<file path="src/rtl/line_fetch_ctrl_if.sv">
// SDRAM read port and line-buffer write port of the row fetcher.
// master: the fetch controller; slave: the arbiter / buffer side.
interface line_fetch_ctrl_if;
    // SDRAM arbiter side
    logic        read_req;
    logic [20:0] address;
    logic        read_grant;
    logic        data_valid;
    logic [15:0] data;
    // Ping-pong line buffer write side
    logic        buf_we;
    logic        buf_bank;
    logic [9:0]  buf_waddr;
    logic [11:0] buf_wdata;

    modport master (
        output read_req, address, buf_we, buf_bank, buf_waddr, buf_wdata,
        input  read_grant, data_valid, data
    );

    modport slave (
        input  read_req, address, buf_we, buf_bank, buf_waddr, buf_wdata,
        output read_grant, data_valid, data
    );
endinterface

</file>
<file path="src/rtl/line_fetch_ctrl.sv">
// Row fetch controller: pulls one row of RGB444 pixels for the selected
// scene from SDRAM in fixed-length bursts and writes them into the
// ping-pong line buffer bank currently owned by the fetcher.
module line_fetch_ctrl #(
    parameter int LINE_WORDS = 640,
    parameter int ROWS       = 480,
    parameter int BURST_LEN  = 8
) (
    input  logic              clk,
    input  logic              reset,
    input  logic [1:0]        game_state,
    input  logic              fetch_start,
    input  logic [8:0]        fetch_row,
    line_fetch_ctrl_if.master bus,
    output logic              busy,
    output logic              fetch_done,
    output logic              err
);

    localparam int BEAT_W = $clog2(BURST_LEN + 1);

    typedef enum logic [1:0] {
        ST_IDLE = 2'd0,
        ST_REQ  = 2'd1,
        ST_DATA = 2'd2,
        ST_DONE = 2'd3
    } state_t;

    state_t              state_reg;
    logic [BEAT_W-1:0]   beat_cnt_reg;
    logic [9:0]          col_reg;
    logic                read_req_reg;
    logic [20:0]         address_reg;
    logic                buf_we_reg;
    logic                buf_bank_reg;
    logic [9:0]          buf_waddr_reg;
    logic [11:0]         buf_wdata_reg;
    logic                busy_reg;
    logic                fetch_done_reg;
    logic                err_reg;

    // Row start address. The scene and row only matter at acceptance, so
    // they are folded straight into the address register rather than kept
    // as separate copies; later bursts just add BURST_LEN to it.
    logic [20:0] start_addr;
    logic        row_ok;
    logic        last_beat;
    logic [10:0] col_plus_one;

    assign start_addr   = 21'(game_state) * 21'(ROWS * LINE_WORDS)
                        + 21'(fetch_row)  * 21'(LINE_WORDS);
    assign row_ok       = ({23'd0, fetch_row} < 32'(ROWS));
    assign last_beat    = (beat_cnt_reg == BEAT_W'(BURST_LEN - 1));
    assign col_plus_one = {1'b0, col_reg} + 11'd1;

    // Upper data bits carry no pixel information.
    logic unused_data_hi;
    assign unused_data_hi = ^bus.data[15:12];

    // Fetch sequencer: request a burst, collect its beats, repeat until the
    // row is complete, then hand the bank over to the display side.
    always_ff @(posedge clk) begin
        if (!reset) begin
            state_reg      <= ST_IDLE;
            beat_cnt_reg   <= '0;
            col_reg        <= '0;
            read_req_reg   <= 1'b0;
            address_reg    <= '0;
            buf_we_reg     <= 1'b0;
            buf_bank_reg   <= 1'b0;
            buf_waddr_reg  <= '0;
            buf_wdata_reg  <= '0;
            busy_reg       <= 1'b0;
            fetch_done_reg <= 1'b0;
            err_reg        <= 1'b0;
        end else begin
            buf_we_reg     <= 1'b0;
            fetch_done_reg <= 1'b0;

            // A new request while a row is in flight is an overrun; the
            // current row carries on untouched.
            if (fetch_start && (state_reg != ST_IDLE)) begin
                err_reg <= 1'b1;
            end

            case (state_reg)
                ST_IDLE: begin
                    if (fetch_start) begin
                        if (row_ok) begin
                            state_reg    <= ST_REQ;
                            col_reg      <= '0;
                            beat_cnt_reg <= '0;
                            address_reg  <= start_addr;
                            read_req_reg <= 1'b1;
                            busy_reg     <= 1'b1;
                        end else begin
                            err_reg <= 1'b1;
                        end
                    end
                end

                ST_REQ: begin
                    // Beats cannot arrive before the grant has been seen,
                    // so data_valid is deliberately not looked at here.
                    if (bus.read_grant) begin
                        state_reg    <= ST_DATA;
                        read_req_reg <= 1'b0;
                    end
                end

                ST_DATA: begin
                    if (bus.data_valid) begin
                        buf_we_reg    <= 1'b1;
                        buf_waddr_reg <= col_reg;
                        buf_wdata_reg <= bus.data[11:0];
                        col_reg       <= col_reg + 10'd1;
                        if (last_beat) begin
                            beat_cnt_reg <= '0;
                            if (col_plus_one < 11'(LINE_WORDS)) begin
                                state_reg    <= ST_REQ;
                                read_req_reg <= 1'b1;
                                address_reg  <= address_reg + 21'(BURST_LEN);
                            end else begin
                                state_reg      <= ST_DONE;
                                fetch_done_reg <= 1'b1;
                            end
                        end else begin
                            beat_cnt_reg <= beat_cnt_reg + BEAT_W'(1);
                        end
                    end
                end

                ST_DONE: begin
                    state_reg    <= ST_IDLE;
                    busy_reg     <= 1'b0;
                    buf_bank_reg <= ~buf_bank_reg;
                end

                default: begin
                    state_reg <= ST_IDLE;
                end
            endcase
        end
    end

    assign bus.read_req  = read_req_reg;
    assign bus.address   = address_reg;
    assign bus.buf_we    = buf_we_reg;
    assign bus.buf_bank  = buf_bank_reg;
    assign bus.buf_waddr = buf_waddr_reg;
    assign bus.buf_wdata = buf_wdata_reg;
    assign busy          = busy_reg;
    assign fetch_done    = fetch_done_reg;
    assign err           = err_reg;

endmodule

</file>
<file path="src/flat_wrapper.sv">
// flat-port wrapper written by rule: the top's interface ports become plain ports
module line_fetch_ctrl_flat 
#(
    parameter int LINE_WORDS = 640,
    parameter int ROWS       = 480,
    parameter int BURST_LEN  = 8
)
  (clk, reset, game_state, fetch_start, fetch_row, busy, fetch_done, err, bus_read_req, bus_address, bus_buf_we, bus_buf_bank, bus_buf_waddr, bus_buf_wdata, bus_read_grant, bus_data_valid, bus_data);
  line_fetch_ctrl_if bus_i ();
  input  logic clk;
  input  logic reset;
  input  logic [1:0] game_state;
  input  logic fetch_start;
  input  logic [8:0] fetch_row;
  output logic busy;
  output logic fetch_done;
  output logic err;
  output wire logic [$bits(bus_i.read_req)-1:0] bus_read_req;
  output wire logic [$bits(bus_i.address)-1:0] bus_address;
  output wire logic [$bits(bus_i.buf_we)-1:0] bus_buf_we;
  output wire logic [$bits(bus_i.buf_bank)-1:0] bus_buf_bank;
  output wire logic [$bits(bus_i.buf_waddr)-1:0] bus_buf_waddr;
  output wire logic [$bits(bus_i.buf_wdata)-1:0] bus_buf_wdata;
  input wire logic [$bits(bus_i.read_grant)-1:0] bus_read_grant;
  input wire logic [$bits(bus_i.data_valid)-1:0] bus_data_valid;
  input wire logic [$bits(bus_i.data)-1:0] bus_data;
  assign bus_read_req = bus_i.read_req;
  assign bus_address = bus_i.address;
  assign bus_buf_we = bus_i.buf_we;
  assign bus_buf_bank = bus_i.buf_bank;
  assign bus_buf_waddr = bus_i.buf_waddr;
  assign bus_buf_wdata = bus_i.buf_wdata;
  assign bus_i.read_grant = bus_read_grant;
  assign bus_i.data_valid = bus_data_valid;
  assign bus_i.data = bus_data;
  line_fetch_ctrl #(.LINE_WORDS(LINE_WORDS), .ROWS(ROWS), .BURST_LEN(BURST_LEN)) u_core (.clk(clk), .reset(reset), .game_state(game_state), .fetch_start(fetch_start), .fetch_row(fetch_row), .bus(bus_i), .busy(busy), .fetch_done(fetch_done), .err(err));
endmodule
</file>
<file path="config.mk">
export PLATFORM = sky130hd
export DESIGN_NAME = line_fetch_ctrl_flat
export DESIGN_NICKNAME = d
export VERILOG_FILES = /design/src/rtl/line_fetch_ctrl_if.sv /design/src/rtl/line_fetch_ctrl.sv /design/src/flat_wrapper.sv
export SDC_FILE = /design/constraint.sdc
export NUM_CORES = 1
export LEC_CHECK = 0
export ABC_AREA = 0
export BUFFER_PORTS_ARGS = -buffer_cell sky130_fd_sc_hd__buf_2
export CAP_MARGIN = 20
export CORE_MARGIN = 5
export CORE_UTILIZATION = 35
export CTS_BUF_LIST = sky130_fd_sc_hd__clkbuf_8
export DETAILED_ROUTE_END_ITERATION = 10
export GPL_ROUTABILITY_DRIVEN = 0
export GPL_TIMING_DRIVEN = 0
export SLEW_MARGIN = 20
export SYNTH_ARGS = -nofsm -noshare
export SYNTH_HDL_FRONTEND = slang
export SYNTH_SLANG_ARGS = --single-unit
export TNS_END_PERCENT = 10
</file>
<file path="constraint.sdc">
create_clock -name clk -period 5.5 [get_ports clk]
set_input_delay 0.275 -clock clk [delete_from_list [all_inputs] [get_ports clk]]
set_output_delay 0.275 -clock clk [all_outputs]
set_load 0.01 [all_outputs]
</file>
==> results of run 1 <==
-- area by class of cell --
class                      count  area share
multi-input combinational    363      0.5031
sequential                    62      0.2839
timing repair buffer          72     0.08243
tap                          136     0.03892
clock buffer                  11     0.03463
buffer                        29     0.03234
clock inverter                 4     0.01603
inverter                      10    0.008586
-- logic make-up after synthesis --
family	count (synthesis)	synth area share
and+or+nand+nor	189	0.2449
AOI/OAI and AO/OA	127	0.2200
buffers and inverters	39	0.04953
adders and majority gates	29	0.1046
xor gates and xnor gates	15	0.03637
other	1	0.001038
DFF	62	0.3436
-- power breakdown --
| part | switching, mW | internal [mW] | total, mW |
|---|---|---|---|
| Combinational | 0.153 | 0.111 | 0.264 |
| Sequential | 0.0217 | 0.468 | 0.490 |
| Clock | 0.178 | 0.276 | 0.454 |
-- layer usage --
metal	global-route usage	up-vias	share of wire
met3	0.04783	11	0.035
met1	0.2132	1624	0.48
met4	0.04298	0	0.013
met5	0	-	0
met2	0.2517	72	0.47
li1	-	1827	-
-- worst min path at each step --
stage                          startpoint                              endpoint  slack [ps]
CTS                           bus_data[8]  u_core.bus.buf_wdata[8]$_SDFFE_PN0P_         150
finish                        bus_data[8]  u_core.bus.buf_wdata[8]$_SDFFE_PN0P_         160
floorplan                     bus_data[0]  u_core.bus.buf_wdata[0]$_SDFFE_PN0P_         410
global route                  bus_data[9]  u_core.bus.buf_wdata[9]$_SDFFE_PN0P_         140
global placement    u_core.err$_SDFF_PN0_                 u_core.err$_SDFF_PN0_         440
detailed placement  u_core.err$_SDFF_PN0_                 u_core.err$_SDFF_PN0_         440
-- worst max-delay path, cell delays in order --
cell and delay, ps:
buf_2 110, ha_1 290, ha_1 220, fa_1 400, a21o_1 170, a21oi_1 220
o21bai_1 100, a21oi_1 220, xnor2_1 100, ha_1 350, o21ai_0 160, o21bai_1 120
a211oi_1 280, nor3_1 90, o21ai_0 180, a21oi_1 80
-- cells in the final DEF, fill, tap and decap left out, types with 3 or more instances in the layout --
cell type and instances:
and3_1 3, dfxtp_1 62, buf_2 74, or3_1 3, inv_1 10, nor3_1 14
nor2_1 34, o311ai_0 4, o21ai_0 18, a21oi_1 59, o31ai_1 5, clkbuf_8 11
a21o_1 3, o21bai_1 3, o41ai_1 3, nand2_1 83, clkbuf_1 19, xnor2_1 9
a211oi_1 5, o22ai_1 5, nand4_1 6, nor4_1 3, buf_4 4, conb_1 3
xor2_1 6, ha_1 27, nand3_1 22, o211ai_1 4, nand3b_1 5
-- per-stage QoR --
step	instances	instance area (um^2)	hold slack, ps	utilization	power [mW]
finish	687	4372	164.4	0.4292	1.207
floorplan	464	3620	411.0	-	0.6812
global placement	672	4150	436.6	0.4075	0.7589
detailed placement	672	4150	439.4	0.4075	0.7619
CTS	687	4372	145.5	0.4292	1.221
global route	687	4372	144.2	0.4292	1.276
==> results.cfg, run 1 <==
[sta]
worst_pin_slew_ps = 688.6
rsz0062_at_grt = false
relSlewSlack = 0.5374
slew_viol_final = 0
finalCritPeriodShare = 0.5758
final-setup-viol-count = 0
fin_ws_ps = 2333
fmax_mhz = 315.8
finClkSkew_ps = 8.017
setup_tns_ps = 0
layout_min_cycle_time_ps = 3167
hold_viol_final = 0

[run_status]
outcome = completed

[routing]
via_per_inst = 5.144
route.detailed.drc = 0
drt_wl_total_um = 10020
dr.pass1.iters = 5
num_vias = 3534
drtAntennaViolNets = 0
wl_per_cell_um = 14.59
drt-initial-drc-count = 139

[synthesis]
synth_cell_types = 58
yosys.area.top_type = dfxtp_1
synth_most_common_cell = nand2_1
synth.area.top_cells = dfxtp_1 34%, ha_1 9.4%, nand2_1 8.6%
synth-seq-cells = 62
yosys_warnings = 0
ys_top_cells_by_count = 83 x nand2_1, 62 x dfxtp_1, 59 x a21oi_1
seq_area_frac_synth = 0.3436
synth_edf_count = 0
synth.avg_cell_area_um2 = 7.819
ys.flop_type = dfxtp_1
syn_area_um2 = 3612
synth_top_area_share = 0.3436
synthCells = 462
synthArstFlopShare = 0

[worst_setup_path]
reg2regPathDepth = 7
worst-setup-path-type = in2reg
worstPathRequired_ps = 5710
worstPathArrival_ps = 3380
cp-end-kind = register
startpoint = fetch_row[1]
startpoint_type = input pin
r2r_setup_slack_ps = 3270
r2r_start = u_core.bus.address[3]$_SDFFE_PN0P_
rr_endpoint = u_core.bus.address[19]$_SDFFE_PN0P_
setup.worst_path.end = u_core.bus.address[18]$_SDFFE_PN0P_
cp_max_fo = 5

[die]
die_w_um = 111.6
initial_core_util = 0.3547
die_h_um = 111.6
num_rows = 37
ioPinCount = 81
dieArea_um2 = 12450
core-area_um2 = 10180

[worst_hold_path]
worstHoldPathCells = 3
hold_path.class = in2reg

[cts]
post_cts_buffers = 0
cts_tree = built
numCtsBuffers = 9
h-tree-depth = 3
holdBufCountCts = 0
cts_resized = 0
clk_transition_reported_paths_ps = 70
clockRootBuffer = clkbuf_8
clock_latency_ps = 340
cts.sinks = 62
clock_tree.buffer_depth = 2

[placed_design]
port_buffers = 72
dp_hpwl_um = 7627
pre_cts_ws_ps = 1966

[final_layout]
largest_reg_flops = 18
nNetsFinal = 608
drive_gt1_frac = 0.1869
area_growth_pct = 21.03
diodes = 0
fillers = 1100
multi_input_area_um2 = 2200
seq_area_um2 = 1241

[grt]
grt_max_degree = 11
grt_use_total = 0.1597
grt_pass1_vias = 3257
grt_pass1_wl_um = 16130
overflow = 0
antenna_found_initial = 0

[flow_run]
max_cap_violations = 0

[pwr]
ir_drop_mv = 0.09531
power_leakage_nw = 1.787
powerDensity_nw_per_um2 = 276.2
(Power assumes the default switching activity.)
==> run 2: changes to the inputs <==
==> constraint.sdc (replaced) <==
create_clock -name clk -period 3 [get_ports clk]
set_input_delay 0.15 -clock clk [delete_from_list [all_inputs] [get_ports clk]]
set_output_delay 0.15 -clock clk [all_outputs]
set_load 0.01 [all_outputs]
==> run 2 against run 1 <==
  * Global-route usage is 0.079 points higher
  * Clock-buffer cell count is the same
  * Critical path depth stayed put
  * Via count grew 0.74%
  * Critical path type unchanged
==> results.cfg, run 2 (synthesized netlist as in run 1, its figures left out) <==
[run_status]
outcome = completed

[die]
die_h_um = 111.6
ioPinCount = 81
dieArea_um2 = 12450
core-area_um2 = 10180
initial_core_util = 0.3547
num_rows = 37
die_w_um = 111.6

[cts]
clk_transition_reported_paths_ps = 70
clockRootBuffer = clkbuf_8
cts_tree = built
clock_tree.buffer_depth = 2
h-tree-depth = 3
numCtsBuffers = 9
clock_latency_ps = 340
cts.sinks = 62

[routing]
drtAntennaViolNets = 0
drt-initial-drc-count = 197
dr.pass1.iters = 5
via_per_inst = 5.159
drt_wl_total_um = 10160
num_vias = 3560
route.detailed.drc = 0
wl_per_cell_um = 14.73

[final_layout]
final_area_um2 = 4473
largest_reg_flops = 18
nNetsFinal = 611
diodes = 0
fin_cells = 690
layout_commonest_cell = nand2_1
area_growth_pct = 23.83
post-route-util = 0.4392
drive_gt1_frac = 0.2112
layout_common_cells = 83 x nand2_1, 72 x buf_2, 62 x dfxtp_1

[sta]
fin_ws_ps = 108.6
slew_viol_final = 0
worst_pin_slew_ps = 707.1
finalCritPeriodShare = 0.9638
finClkSkew_ps = 7.247
hold_viol_final = 0
final-setup-viol-count = 0
hold_slack_ps = 39.63
fmax_mhz = 345.8
relSlewSlack = 0.5250
setup_tns_ps = 0
layout_min_cycle_time_ps = 2891

[placed_design]
placed_area_um2 = 4150
pre_cts_ws_ps = -408.6
dp_hpwl_um = 7627
place_inst = 672
port_buffers = 72

[worst_hold_path]
worstHoldStart = bus_data[8]
worstHoldPathCells = 3
holdPathEnd = u_core.bus.buf_wdata[8]$_SDFFE_PN0P_
hold_path.class = in2reg

[worst_setup_path]
reg2regPathDepth = 7
r2r_start = u_core.bus.address[3]$_SDFFE_PN0P_
worstPathRequired_ps = 3260
cp.buffers_inverters = 1
rr_endpoint = u_core.bus.address[17]$_SDFFE_PN0P_
slowest_stage = fa_2
worstPathArrival_ps = 3150
startpoint_type = input pin
critical-path-top-delay-family = compound AO/OA/AOI/OAI gates
r2r_setup_slack_ps = 750
worst-setup-path-type = in2reg
slowest_delay_ps = 360
cp-end-kind = register
path_cells = buf_4, ha_4, ha_4, fa_2, a21o_1, a21oi_2, o21bai_2, a21oi_2, xnor2_1, ha_1, nand3_1, o211ai_1, nor2_1, xnor2_1, a21oi_1, o32ai_1
cp_max_fo = 5

[grt]
grt_util_met3 = 0.04783
met1_usage = 0.2142
antenna_found_initial = 0
grt_pass1_wl_um = 16220
grt_max_degree = 11
grtUsageMet2 = 0.2533
grt_pass1_vias = 3278
overflow = 0
grt.busiest_layer = met2
grt_use_total = 0.1605

[pwr]
powerDensity_nw_per_um2 = 502.0
p_sw_uw = 660.9
switching_share = 0.2943
pwr-share-clk = 0.371
combinationalPowerShare = 0.229
seqPwrFrac = 0.400
power_leakage_nw = 1.814
power_mw = 2.246
ir_drop_mv = 0.1743
p_int_mw = 1.585

[flow_run]
max_cap_violations = 0
## run 2: layout make-up
| cell class | instances | area (um^2) |
|---|---|---|
| inverters | 10 | 37.54 |
| flip-flops and latches | 62 | 1241 |
| clock buffers | 11 | 151.4 |
| plain buffers | 29 | 141.4 |
| well taps | 136 | 170.2 |
| repair buffers | 75 | 391.6 |
| clock inverters | 4 | 70.07 |
| fillers | 1098 | 5712 |
| multi-input cells | 363 | 2270 |
## run 2: what timing repair did
| action | CTS | global route |
|---|---|---|
| buffers inserted | 0 | 3 |
| gates resized for setup | 3 | 15 |
| hold buffers | 0 | 0 |
| setup endpoints to repair | 4 | 4 |
| pin swaps | 1 | 15 |
## run 2: routing by layer
metal	vias to the layer above	wire (um)
met4	0	170
met2	73	4698
met3	13	361
li1	1841	-
met1	1633	4932
met5	-	0
## run 2: power groups by stage
stage | Combinational [mW] | Sequential [mW] | Clock [mW]
after CTS | 0.489 | 0.897 | 0.855
final | 0.514 | 0.898 | 0.834
after detailed placement | 0.481 | 0.916 | 0
after global routing | 0.574 | 0.903 | 0.892
after floorplan | 0.328 | 0.921 | 0
after global placement | 0.476 | 0.915 | 0
## run 2: how the worst max path moves through the flow
stage	start	endpoint	slack, ps	cells past startpoint
2_1_floorplan	fetch_row[1]	u_core.bus.address[19]$_SDFFE_PN0P_	30	15
3_3_place_gp	fetch_row[1]	u_core.bus.address[18]$_SDFFE_PN0P_	-370	16
3_5_place_dp	fetch_row[1]	u_core.bus.address[19]$_SDFFE_PN0P_	-410	16
4_1_cts	fetch_row[1]	u_core.bus.address[19]$_SDFFE_PN0P_	30	16
5_1_grt	fetch_row[3]	u_core.bus.address[17]$_SDFFE_PN0P_	-20	16
6_report	fetch_row[1]	u_core.bus.address[17]$_SDFFE_PN0P_	110	16
## run 2: worst min-delay path, stage by stage
cell     delay (ps)
buf_2            90
nand2_1          40
a21oi_1          50
==> run 3: changes to the inputs <==
--- a/config.mk
+++ b/config.mk
@@ -8,12 +8,15 @@
 export ABC_AREA = 0
 export BUFFER_PORTS_ARGS = -buffer_cell sky130_fd_sc_hd__buf_2
 export CAP_MARGIN = 20
+export CELL_PAD_IN_SITES_DETAIL_PLACEMENT = 1
+export CELL_PAD_IN_SITES_GLOBAL_PLACEMENT = 1
 export CORE_MARGIN = 5
 export CORE_UTILIZATION = 35
 export CTS_BUF_LIST = sky130_fd_sc_hd__clkbuf_8
 export DETAILED_ROUTE_END_ITERATION = 10
 export GPL_ROUTABILITY_DRIVEN = 0
 export GPL_TIMING_DRIVEN = 0
+export PLACE_DENSITY_LB_ADDON = 0.1
 export SLEW_MARGIN = 20
 export SYNTH_ARGS = -nofsm -noshare
 export SYNTH_HDL_FRONTEND = slang
==> run 3 against run 2 <==
  * Clock-buffer cell count decreased by 1
  * Maximum frequency decreased by 2.4%
  * Flip-flop and latch count unchanged
  * Register-to-register slack got worse by 40 ps
  * Worst setup slack got worse by 71 ps
  * Total power decreased by 2.6%
  * Cell area decreased by 0.70%
  * Routed wire length increased by 13%
  * Sequential power about the same
  * Global-route usage increased by 2.4 points
  * Critical path type unchanged
==> results.cfg, run 3 (synthesized netlist as in run 1, its figures left out) <==
[run_status]
outcome = completed

[pwr]
ir_drop_mv = 0.1898
power_leakage_nw = 1.799
power_mw = 2.187
powerDensity_nw_per_um2 = 492.4

[sta]
fmax_mhz = 337.6
slew_viol_final = 0
hold_slack_ps = 36.24
hold_viol_final = 0
final-setup-viol-count = 0
finClkSkew_ps = 10.05
relSlewSlack = 0.5264
layout_min_cycle_time_ps = 2962
rsz0062_at_grt = true
worst_pin_slew_ps = 704.9
finalCritPeriodShare = 0.9874

[routing]
num_vias = 3698
route.detailed.drc = 0
drt_wl_total_um = 11440
drt-initial-drc-count = 146
via_per_inst = 5.344
wl_per_cell_um = 16.53
dr.pass1.iters = 4
drtAntennaViolNets = 0

[die]
core-area_um2 = 10180
die_w_um = 111.6
num_rows = 37
ioPinCount = 81
die_h_um = 111.6
initial_core_util = 0.3547
dieArea_um2 = 12450

[final_layout]
nNetsFinal = 612
final_area_um2 = 4442
area_growth_pct = 22.97
largest_reg_flops = 18
diodes = 0
drive_gt1_frac = 0.2122
layout_commonest_cell = nand2_1
fillers = 1314
fin_cells = 692
layout_common_cells = 83 x nand2_1, 74 x buf_2, 62 x dfxtp_1

[grt]
grt_use_total = 0.1842
antenna_found_initial = 0
grt_pass1_wl_um = 18920
grt_max_degree = 12
overflow = 0
grt_pass1_vias = 3697

[cts]
clockRootBuffer = clkbuf_8
clock_latency_ps = 350
numCtsBuffers = 9
h-tree-depth = 3
clock_tree.buffer_depth = 2
clk_transition_reported_paths_ps = 70
holdBufCountCts = 0
cts.sinks = 62
cts_tree = built

[worst_hold_path]
hold_path.class = in2reg
worstHoldPathCells = 3

[placed_design]
placed_area_um2 = 4150
port_buffers = 72
place_inst = 672
dp_hpwl_um = 8714

[worst_setup_path]
worst-setup-path-type = in2reg
worstPathRequired_ps = 3230
cp_max_fo = 5
reg2regPathDepth = 8
startpoint_type = input pin
cp-end-kind = register
worstPathArrival_ps = 3190

[flow_run]
max_cap_violations = 0
==> run 3: changes by cell type in the layout (fill, tap and decap cells not counted), sizes merged <==
cell / delta
clkinvlp: +2
buf: +1
bufinv: -1
clkbuf: -1
inv: +1
==> run 3: metal layers <==
metal	routed length (um)	share of wire	up-vias	GRT usage
met1	5565	0.49	1781	0.2591
met5	0	0	-	0
met4	134	0.012	0	0.04380
met2	5185	0.45	76	0.2843
met3	555	0.049	14	0.04620
li1	-	-	1827	-
==> run 3: what timing repair did <==
action                     in CTS  in global routing
pin swaps                       4                 12
setup endpoints to repair       4                  4
gates resized for setup         5                 10
setup buffers                   1                  3
==> run 3: layout make-up <==
| cell class | count | area, um^2 | share of cell area |
|---|---|---|---|
| tap | 136 | 170.2 | 0.03831 |
| sequential | 62 | 1241 | 0.2794 |
| timing repair buffer | 76 | 390.4 | 0.08789 |
| inverter | 10 | 37.54 | 0.008451 |
| clock buffer | 10 | 137.6 | 0.03099 |
| multi-input combinational | 363 | 2261 | 0.5090 |
| clock inverter | 6 | 62.56 | 0.01408 |
| buffer | 29 | 141.4 | 0.03183 |
==> run 3: through the flow <==
stage / setup TNS, ps / worst slack [ps] / utilization
3_5_place_dp: -2161 / -520.2 / 0.4075
3_3_place_gp: -1839 / -447.7 / 0.4075
5_1_grt: -147.2 / -83.02 / 0.4361
4_1_cts: 0 / 5.626 / 0.4292
6_report: 0 / 37.92 / 0.4361
2_1_floorplan: 0 / 26.58 / -
==> run 3: report_power, final <==
group	total [mW]	internal, mW	switching [mW]
combinational	0.545	0.230	0.315
sequential	0.899	0.858	0.0409
clock	0.744	0.403	0.341
total	2.19	1.49	0.697
==> run 3: final timing paths <==
check                                                       from                                   end  slack (ps)
worst max register to register  u_core.state_reg[0]$_SDFFE_PN0P_  u_core.bus.buf_wdata[6]$_SDFFE_PN0P_         710
worst max-delay path                                fetch_row[1]   u_core.bus.address[19]$_SDFFE_PN0P_          40
worst min register to register             u_core.err$_SDFF_PN0_                 u_core.err$_SDFF_PN0_         450
worst min-delay path                                 bus_data[2]  u_core.bus.buf_wdata[2]$_SDFFE_PN0P_          40
==> run 3: worst max-delay path, cell delays in order <==
cell	delay, ps
buf_2	120
ha_4	240
ha_4	160
fa_2	360
a21o_1	200
a21oi_2	140
o21bai_1	110
a21oi_2	190
xnor2_1	100
ha_1	360
nand3_1	120
o211ai_1	140
buf_4	170
buf_4	130
a21oi_2	110
a31oi_1	90
o31a_1	300
